$ cat config.mk
export PLATFORM = sky130hd
export DESIGN_NAME = timestamp_timer_mc
export DESIGN_NICKNAME = d
export VERILOG_FILES = /design/src/rtl/timestamp_pkg.sv /design/src/rtl/ts_channel.sv /design/src/rtl/timestamp_timer_mc.sv
export SDC_FILE = /design/constraint.sdc
export NUM_CORES = 1
export LEC_CHECK = 0
export ABC_AREA = 0
export CAP_MARGIN = 15
export CORE_ASPECT_RATIO = 1.2
export CORE_MARGIN = 10
export CORE_UTILIZATION = 36
export CTS_CLUSTER_DIAMETER = 120
export DETAILED_ROUTE_END_ITERATION = 6
export PLACE_DENSITY = 0.64
export RECOVER_POWER = 25
export SLEW_MARGIN = 20
export SYNTH_ARGS = -nofsm -noshare
export SYNTH_HDL_FRONTEND = slang
export SYNTH_SLANG_ARGS = --single-unit
$ cat constraint.sdc
create_clock -name clock_1 -period 1.8 [get_ports clock_1]
set_input_delay 0.36 -clock clock_1 [delete_from_list [all_inputs] [get_ports clock_1]]
set_output_delay 0.36 -clock clock_1 [all_outputs]
set_load 0.01 [all_outputs]
$ cat src/rtl/timestamp_pkg.sv
// Shared constants for the multi-channel timestamp unit.
package timestamp_pkg;

   localparam logic MODE_WRAP   = 1'b0;
   localparam logic MODE_SAT    = 1'b1;

   localparam int   DEF_WIDTH   = 16;
   localparam int   DEF_CH      = 2;
   localparam int   DEF_PRESC_W = 8;

endpackage

$ cat src/rtl/ts_channel.sv
// One capture register with valid/ready hold and sticky drop; capture visible one cycle after req.
// Holds its value while valid && !ready; a request arriving then is dropped and flagged.
module ts_channel
   import timestamp_pkg::*;
#(
   parameter int WIDTH = DEF_WIDTH
) (
   input  logic             clock_1,
   input  logic             reset,
   input  logic             clr,
   input  logic [WIDTH-1:0] count,
   input  logic             req,
   input  logic             ready,
   output logic             valid,
   output logic [WIDTH-1:0] stamp,
   output logic             drop
);

   logic take;

   // A slot is free when empty or when its current value is accepted this cycle.
   assign take = req && (!valid || ready);

   always_ff @(posedge clock_1 or posedge reset) begin
      if (reset) begin
         valid <= 1'b0;
         stamp <= '0;
         drop  <= 1'b0;
      end else begin
         if (take) begin
            stamp <= count;
            valid <= 1'b1;
         end else if (valid && ready) begin
            valid <= 1'b0;
         end

         if (clr) begin
            drop <= 1'b0;
         end else if (req && valid && !ready) begin
            drop <= 1'b1;
         end
      end
   end

endmodule

$ cat src/rtl/timestamp_timer_mc.sv
// Shared prescaled free-running counter feeding CH independent capture channels; capture latency 1 cycle.
// Each channel holds its timestamp until accepted; requests to a full channel are dropped.
module timestamp_timer_mc
   import timestamp_pkg::*;
#(
   parameter int WIDTH   = DEF_WIDTH,
   parameter int CH      = DEF_CH,
   parameter int PRESC_W = DEF_PRESC_W
) (
   input  logic                  reset,
   input  logic                  clock_1,
   input  logic                  run,
   input  logic                  clr,
   input  logic                  mode_sat,
   input  logic [PRESC_W-1:0]    presc_div,
   input  logic [CH-1:0]         t_en,
   input  logic [CH-1:0]         t_ready,
   output logic [CH-1:0]         t_valid,
   output logic [CH*WIDTH-1:0]   t_out,
   output logic                  t_ovf,
   output logic [CH-1:0]         t_drop
);

   localparam logic [WIDTH-1:0]   CNT_MAX   = '1;
   localparam logic [WIDTH-1:0]   CNT_ONE   = {{(WIDTH-1){1'b0}}, 1'b1};
   localparam logic [PRESC_W-1:0] PRESC_ONE = {{(PRESC_W-1){1'b0}}, 1'b1};

   logic [PRESC_W-1:0] presc_cnt;
   logic [WIDTH-1:0]   count;
   logic               ovf;
   logic               tick;

   // Exact-match compare: if presc_div drops below presc_cnt the prescaler
   // runs through all-ones and wraps before the next tick.
   assign tick = run && (presc_cnt == presc_div);

   always_ff @(posedge clock_1 or posedge reset) begin
      if (reset) begin
         presc_cnt <= '0;
         count     <= '0;
         ovf       <= 1'b0;
      end else if (clr) begin
         presc_cnt <= '0;
         count     <= '0;
         ovf       <= 1'b0;
      end else if (run) begin
         if (tick) begin
            presc_cnt <= '0;
            if (count != CNT_MAX) begin
               count <= count + CNT_ONE;
            end else begin
               ovf <= 1'b1;
               if (mode_sat == MODE_WRAP) begin
                  count <= '0;
               end
            end
         end else begin
            presc_cnt <= presc_cnt + PRESC_ONE;
         end
      end
   end

   assign t_ovf = ovf;

   for (genvar i = 0; i < CH; i++) begin : g_ch
      ts_channel #(
         .WIDTH (WIDTH)
      ) u_ch (
         .clock_1 (clock_1),
         .reset   (reset),
         .clr     (clr),
         .count   (count),
         .req     (t_en[i]),
         .ready   (t_ready[i]),
         .valid   (t_valid[i]),
         .stamp   (t_out[i*WIDTH +: WIDTH]),
         .drop    (t_drop[i])
      );
   end

endmodule

==> results list <==
- Once routing completed, OpenROAD measured the worst setup slack at -0.0493 ns.
- Final core utilization: 0.535
* Total global routing overflow: 0
- Max Root-Sink Buffers: 2
- Vertical die dimension: 118 µm
* Category of the critical setup timing path: input port to flop
* Via count normalized by instance count: around 5.0
- In this design, the largest share of critical-path delay is due to simple AND/OR/NAND/NOR gates.
- The via count of the first global-routing pass was ~2,200.
- The path class of the tightest hold or removal check is input port to asynchronous set/reset pin.
- Post-synthesis adder-cell area fraction: 0.00865
- Yosys mapped a number of flops with a built-in enable equal to 0.
* CP Depth: 7
- The worst register-to-register path ends at count[7].
- I/O pin cnt: 54
- The number of hold violations in the final report was 0.
- Before antenna repair, the detailed router went through 4 iterations.
- The routed layout has between 2,000 and 2,500 vias.
- Residual antenna-violating net count after detailed routing: 0
- Synthesis handed over a netlist of 260 instances.
* Largest clock skew in the final design: about 0.0057 ns
* Worst reg2reg setup slack: -0.04 ns
- The analysis attributes to cell leakage a power of between 0.0015 and 0.002 µW.
- Routability-driven placement finished with a final weighted congestion of around 0.77.
* First-pass GRT wire length: roughly 11,000 µm
- Worst path required time: just over 2 ns
* Largest net degree at the start of global routing: between 50 and 60
- Clock buffer count from CTS: 9
- Total GRT Usage: 0.116
* Initial core utilization: 0.373
* RSZ-0062 raised after global routing: true
- Power Density: roughly 800 mW/mm²
- The share of total power dissipated in combinational logic is 0.130.
- Total of endpoints with negative setup slack in the final report: 3
- Nets in the synthesized netlist: ~280
* Number of cell instances on the worst register-to-register path: 7
* Net switching power figure: around 760 µW
- Crit share post-route: 1.03
- Sinks on the clock net: between 60 and 70
- Total internal power: between 2000 and 3000 µW
* # diodes: 0
- The floorplan step defined a die boundary enclosing 0.0120 mm².
* Antenna violations before repair: 0
* Outcome: finished with violations
- Cell area reported after detailed placement: 0.00379 mm²
- The die is approximately 100 µm wide.
* Cts-stage hold buffer count: 0
* CP cell instances: clkdlybuf4s50_1 > xor2_1 > nor4_4 > buf_4 > nand3_4 > or4_1 > o211ai_1
- Simple-gate area share of the yosys netlist: 0.186
- Total power for the finished layout comes to about 3300 µW.
- The later pin in the worst-skew pair is clocked with a latency of 0.34 ns.
* YS warnings: 0
- For this block, the routed nets add up to a little under 7000 µm of wire.
- CTS root buf: sky130_fd_sc_hd__clkbuf_8
- Tightest slew margin relative to the limit: 0.546
- After the first detailed-routing iteration, the DRC count stood at 82.
- Clock network power share: 0.416
- Reg2Reg Launch Point: count[0]
- Number of buffers inserted by port buffering: between 50 and 60
* Placement Setup Slack: -0.424 ns
- Number of buffer and inverter instances along the worst setup path: 2
- The H-tree generated during clock tree synthesis spans 3 levels.
* Standard-cell row count: 35
- Max Cap Viol: 0
* Pins Over Slew Limit: 0
- The area fraction in compound gates after synthesis was 0.0939.
- Maximum resistive drop on vdd: between 300 and 400 µV
- Post-route minimum period: about 1.8 ns
- After floorplanning, the core was sized to cover 0.00775 mm².
- Delay of the slowest critical-path stage: approximately 0.53 ns
* Post-detailed-placement half-perimeter wirelength: approximately 5000 µm
- Slowest cell on the critical path: sky130_fd_sc_hd__or4_1
- Share of synthesized area occupied by flip-flops and latches: 0.528
- Of all nets on the critical path, the largest fanout is 5.
* Share of power burned in registers: 0.453
* Switching share of power: 0.232
- Max frequency: between 0.5 and 0.6 GHz
- Crit end category: flop
* Count of unresolved DRC violations after routing: 0
- The portion of synthesized area spent on multiplexers is 0.101.
- Synthesis instantiated about 50 different standard cells from the library.
- Area Overhead vs Synth: 43.3%
- At the pin with the least slew margin, the transition time is between 0.6 and 0.7 ns.
- Crit path launch type: input port
- Averaged over all synthesized cells, the footprint is between 10 and 15 µm².
- Critical path data arrival time: around 2.1 ns
- Register bit total from synthesis: just over 60
- Share of flip-flops with an asynchronous set or reset: 1.00
- Share of post-route cells with drive strength above 1: 0.300
- Number of nets at the end of the flow: around 370
- Total non-filler cell area in the finished layout: 0.00414 mm²
- The checks that failed: setup timing.
* Clock-pin slew on the worst setup and hold paths: approximately 0.070 ns
* Mapped cell area: roughly 0.0029 mm²
- In the final routed layout, each cell accounts on average for ~15 µm.
* Dominant combinational cell family by area after synthesis: simple AND/OR/NAND/NOR gates
- Post-Synth XOR/XNOR Area: 0.0424
* Most used DFF post-synth: sky130_fd_sc_hd__dfrtp_1
* TritonCTS clock tree: yes
cell usage after synthesis (4+ instances only):
cell type | instances | area (µm²)
sky130_fd_sc_hd__mux2_2 | 25 | 282
sky130_fd_sc_hd__nand2_1 | 27 | 101
sky130_fd_sc_hd__and3_1 | 7 | 43.8
sky130_fd_sc_hd__inv_1 | 8 | 30.0
sky130_fd_sc_hd__buf_4 | 5 | 37.5
sky130_fd_sc_hd__nor2_1 | 16 | 60.1
sky130_fd_sc_hd__a31oi_1 | 7 | 43.8
sky130_fd_sc_hd__o21ai_0 | 13 | 65.1
sky130_fd_sc_hd__buf_2 | 4 | 20.0
sky130_fd_sc_hd__nand3_1 | 8 | 40.0
sky130_fd_sc_hd__clkbuf_1 | 5 | 18.8
sky130_fd_sc_hd__xor2_1 | 10 | 87.6
sky130_fd_sc_hd__xnor2_1 | 4 | 35.0
sky130_fd_sc_hd__and2_1 | 4 | 25.0
sky130_fd_sc_hd__dfrtp_1 | 61 | 1530
sky130_fd_sc_hd__nand2b_1 | 5 | 31.3
worst max path at each step:
stage | start | end | slack (ns)
floorplan | count[0] | count[10] | 0.03
global placement | presc_div[7] | count[7] | -0.38
detailed placement | presc_div[3] | count[7] | -0.42
CTS | count[0] | count[7] | -0.07
global route | presc_div[0] | count[11] | -0.09
finish | presc_div[3] | count[7] | -0.05
cell type report:
class / instances / area (µm²)
fill: 669 / 3610
sequential: 61 / 1530
multi-input combinational: 177 / 1370
timing repair buffer: 95 / 875
clock buffer: 12 / 155
tap: 92 / 115
clock inverter: 4 / 70.1
inverter: 8 / 31.3
metrics by stage:
stage / TNS, ns / hold slack (ns) / std cells
detailed placement: -7.37 / 0.471 / 429
finish: -0.123 / 0.478 / 449
CTS: -0.176 / 0.320 / 446
global route: -0.526 / 0.499 / 449
floorplan: 0 / 0.464 / 260
global placement: -6.87 / 0.460 / 429
layer usage:
| metal | vias up | GRT usage | routed length, µm |
|---|---|---|---|
| met5 | - | 0 | 0 |
| met4 | 0 | 0.0451 | 102 |
| met3 | 7 | 0.0466 | 434 |
| met2 | 44 | 0.184 | 3340 |
| met1 | 1097 | 0.138 | 3050 |
| li1 | 1111 | - | - |
logic make-up after synthesis:
family	after synthesis
buffers and inverters	23
xor gates and xnor gates	14
adders and majority gates	2
and+or+nand+nor	93
muxes	26
AOI/OAI and AO/OA	41
DFF	61
cell usage in the layout (no fill, tap or decap), types with 2 or more instances in the layout:
cell type,instances
sky130_fd_sc_hd__dfrtp_1,61
sky130_fd_sc_hd__clkdlybuf4s50_1,50
sky130_fd_sc_hd__buf_4,38
sky130_fd_sc_hd__nand2_1,27
sky130_fd_sc_hd__mux2_2,25
sky130_fd_sc_hd__nor2_1,16
sky130_fd_sc_hd__clkbuf_8,11
sky130_fd_sc_hd__o21ai_0,10
sky130_fd_sc_hd__xor2_1,10
sky130_fd_sc_hd__inv_1,7
sky130_fd_sc_hd__nand3_1,7
sky130_fd_sc_hd__a31oi_1,7
sky130_fd_sc_hd__nand2b_1,5
sky130_fd_sc_hd__and3_1,5
sky130_fd_sc_hd__xnor2_1,4
sky130_fd_sc_hd__nor4_4,3
sky130_fd_sc_hd__nand4_1,3
sky130_fd_sc_hd__or3_1,3
sky130_fd_sc_hd__a21oi_1,3
sky130_fd_sc_hd__o21ai_1,3
sky130_fd_sc_hd__or4_1,3
sky130_fd_sc_hd__o211ai_1,3
sky130_fd_sc_hd__dlygate4sd3_1,3
sky130_fd_sc_hd__and2_1,2
sky130_fd_sc_hd__nand3_4,2
sky130_fd_sc_hd__nand4_4,2
sky130_fd_sc_hd__and2_4,2
sky130_fd_sc_hd__nand3b_1,2
sky130_fd_sc_hd__o2111ai_1,2
sky130_fd_sc_hd__and3_4,2
sky130_fd_sc_hd__a211o_1,2
sky130_fd_sc_hd__o31ai_2,2
sky130_fd_sc_hd__clkinv_2,2
sky130_fd_sc_hd__bufinv_16,2
sky130_fd_sc_hd__buf_12,2
sequential cells by signal (all words and copies together), names as in the netlist:
name	cells
presc_cnt	8
g_ch.u_ch.drop	2
g_ch.u_ch.stamp	32
count	16
t_ovf	1
g_ch.u_ch.valid	2
power groups by stage:
stage	Sequential, µW	Combinational, µW	Clock, µW
finish	1490	427	1360
global route	1490	472	1470
CTS	1490	432	1400
detailed placement	1510	429	0
global placement	1510	423	0
floorplan	1530	169	0
repair_timing:
action / 4_1_cts / 5_1_grt
setup endpoints to repair: 11 / 15
gates cloned: 0 / 1
pin swaps: 5 / 8
resized for setup: 9 / 15
setup buffers: 1 / 2
Note: power is estimated with default switching activity, not from simulation.
==> patch, RTL diff (same settings) <==
Set the package constant `DEF_WIDTH` to 20 (it was 16).
--- a/src/rtl/timestamp_pkg.sv
+++ b/src/rtl/timestamp_pkg.sv
@@ -6,3 +6,3 @@
 
-   localparam int   DEF_WIDTH   = 16;
+   localparam int   DEF_WIDTH   = 20;
    localparam int   DEF_CH      = 2;
Ports: changed (resized t_out); port bits go from 54 to 62. The function was not compared with the original's and may differ.
==> patch against the original RTL <==
Total power is 0.99% lower; synthesized area is 18% higher; combinational power is 40% lower; design area up 22%; first-iteration DRC count up 71%; setup slack improved by 69 ps; clock skew grew 4.5 ps; sequential cell count rose by 12; routed wire length rose by 27%; non-clock buffer count grew 31; highest routed layer unchanged.
==> patch: results (changes against the original RTL) <==
gp_congestion: 0.8590  # was 0.7720
diodes: 0  # unchanged
synthTopCellsByArea: "dfrtp_1, mux2_2, xnor2_1"  # was dfrtp_1, mux2_2, nand2_1
ir_worst_vdd_v: 0.0003082  # was 0.0003294 V
dp_cells: 514  # was 429
outcome: "complete, no violations"  # was complete, but fails checks
timing.rr.end: "count[5]"  # was count[7]
min_path_type: "reg -> reg"  # was in -> async
cp_slowest_cell: "dfrtp_1"  # was or4_1
drt-initial-drc-count: 140  # was 82
drt_first_pass_iters: 4  # unchanged
finalNonFillerCells: 540  # was 449
ys_seq_area_frac: 0.5340  # was 0.5277
wirelength_mm: 8.773  # was 6.924 mm
cts_buffer_depth: 2  # unchanged
synth_nets: 313  # was 279
cts_root_buffer: "clkbuf_8"  # unchanged
htreeDepth: 3  # unchanged
drive_above_1_share: 0.3810  # was 0.2997
tightest_slew_ps: 784.4  # was 681.6 ps
grt_usage: 0.1261  # was 0.1164
fillers: 783  # was 669
leakagePower_nw: 2.368  # was 1.882 nW
min_from: "g_ch[0].u_ch.stamp[8]"
vias: 2783  # was 2259
fin_nets: 434  # was 371
path_clk_slew_ps: 80
reg_top3: "g_ch.u_ch.stamp (40), count (20), presc_cnt (8)"  # was g_ch.u_ch.stamp (32), count (16), presc_cnt (8)
clk_latency_ps: 350
reg2reg_slack_ps: 20  # was -40 ps
hold_slack_ps: 492.2  # was 478.1 ps
dp_hpwl_mm: 6.251  # was 4.972 mm
rr_startpoint: "count[10]"  # was count[0]
critPathMaxFanout: 7  # was 5
ys_types: 50  # was 49
yosys-top-cells-count: "dfrtp_1, mux2_2, nor2_1, nand2_1, and3_1"  # was dfrtp_1, nand2_1, mux2_2, nor2_1, o21ai_0
dp_slack_ps: -467.5  # was -423.9 ps
grt_max_degree: 30  # was 51
hold_end: "g_ch[0].u_ch.stamp[8]"
crit_family: "simple AND/OR/NAND/NOR gates"  # unchanged
cpPeakStageDelay_ps: 380  # was 530 ps
ys_async_sr_fraction: 1.000  # unchanged
yosysWarnings: 0  # unchanged
skew_ps: 10.22  # was 5.734 ps
reg2reg_depth: 7  # unchanged
grt_pass1_wl_mm: 13.98  # was 11.06 mm
avgSynthCellArea_um2: 11.64  # was 11.13 µm²
io_buffers: 61  # was 53
[patch: cell types whose count changed after synthesis, sizes merged, moves of 4 or more]
| cell | delta |
|---|---|
| a221o | +5 |
| and3 | +9 |
| clkbuf | +5 |
| dfrtp | +12 |
| mux2 | +15 |
| nand2 | -8 |
| nand3 | +4 |
| nor2 | +7 |
| nor3 | +6 |
| o21ai | -10 |
| xnor2 | +8 |
| xor2 | -7 |
[patch: cell type report]
class / count / area (µm²) / area share
Clock buffer: 12 / 155.1 / 0.03080
Timing Repair Buffer: 126 / 1144 / 0.2270
Sequential cell: 73 / 1831 / 0.3634
Tap cell: 120 / 150.1 / 0.02981
Inverter: 6 / 23.77 / 0.004719
Clock inverter: 4 / 51.30 / 0.01018
Multi-Input combinational cell: 199 / 1683 / 0.3341
[patch: power breakdown]
group          switching, mW  total (mW)  internal (mW)
Combinational          0.136       0.256          0.120
Clock                  0.613        1.33          0.717
Sequential           0.00859        1.66           1.65
[patch: worst min-delay path: stages, from the launching register on]
cell and delay, ps:
dfrtp_1 350, nand2_1 50, o21ai_0 60
[patch: cells by family (layout without fill, tap and decap cells)]
logic type | count (synthesis) | after routing | synth area share
AOI/OAI and AO/OA | 35 | 36 | 0.08376
buffers and inverters | 24 | 148 | 0.03401
muxes | 40 | 40 | 0.1317
adders and majority gates | 2 | 2 | 0.007314
xor gates and xnor gates | 15 | 15 | 0.03841
DFF | 73 | 73 | 0.5340
and+or+nand+nor | 105 | 106 | 0.1708
[patch: worst max-delay path by stage]
| stage | startpoint | endpoint | slack (ps) |
|---|---|---|---|
| after global routing | presc_div[0] | count[12] | -80 |
| final | count[10] | count[5] | 20 |
| after detailed placement | presc_div[0] | count[4] | -470 |
| after global placement | presc_div[0] | count[4] | -420 |
| after floorplan | count[6] | count[5] | 3 |
| after CTS | count[1] | count[15] | -3 |
[patch: what timing repair did]
action | CTS | global route
pin swaps | 10 | 20
endpoints found under the setup margin | 22 | 27
resized for setup | 8 | 24
buffers inserted | 3 | 5
gates cloned | 1 | 1
[patch: metrics by stage]
stage	area [µm²]	utilization	setup TNS, ps
global route	5037	0.5490	-382.3
finish	5037	0.5490	0
detailed placement	4587	0.4999	-9570
CTS	4862	0.5299	-3.034
floorplan	3442	-	0
global placement	4587	0.4999	-8957
[patch: metal layers]
metal / routed length [µm] / global-route usage / up-vias
met5: 0 / 0 / -
met4: 161 / 0.05983 / 0
met3: 522 / 0.03293 / 17
met2: 4325 / 0.2061 / 71
met1: 3764 / 0.1497 / 1380
li1: - / - / 1315
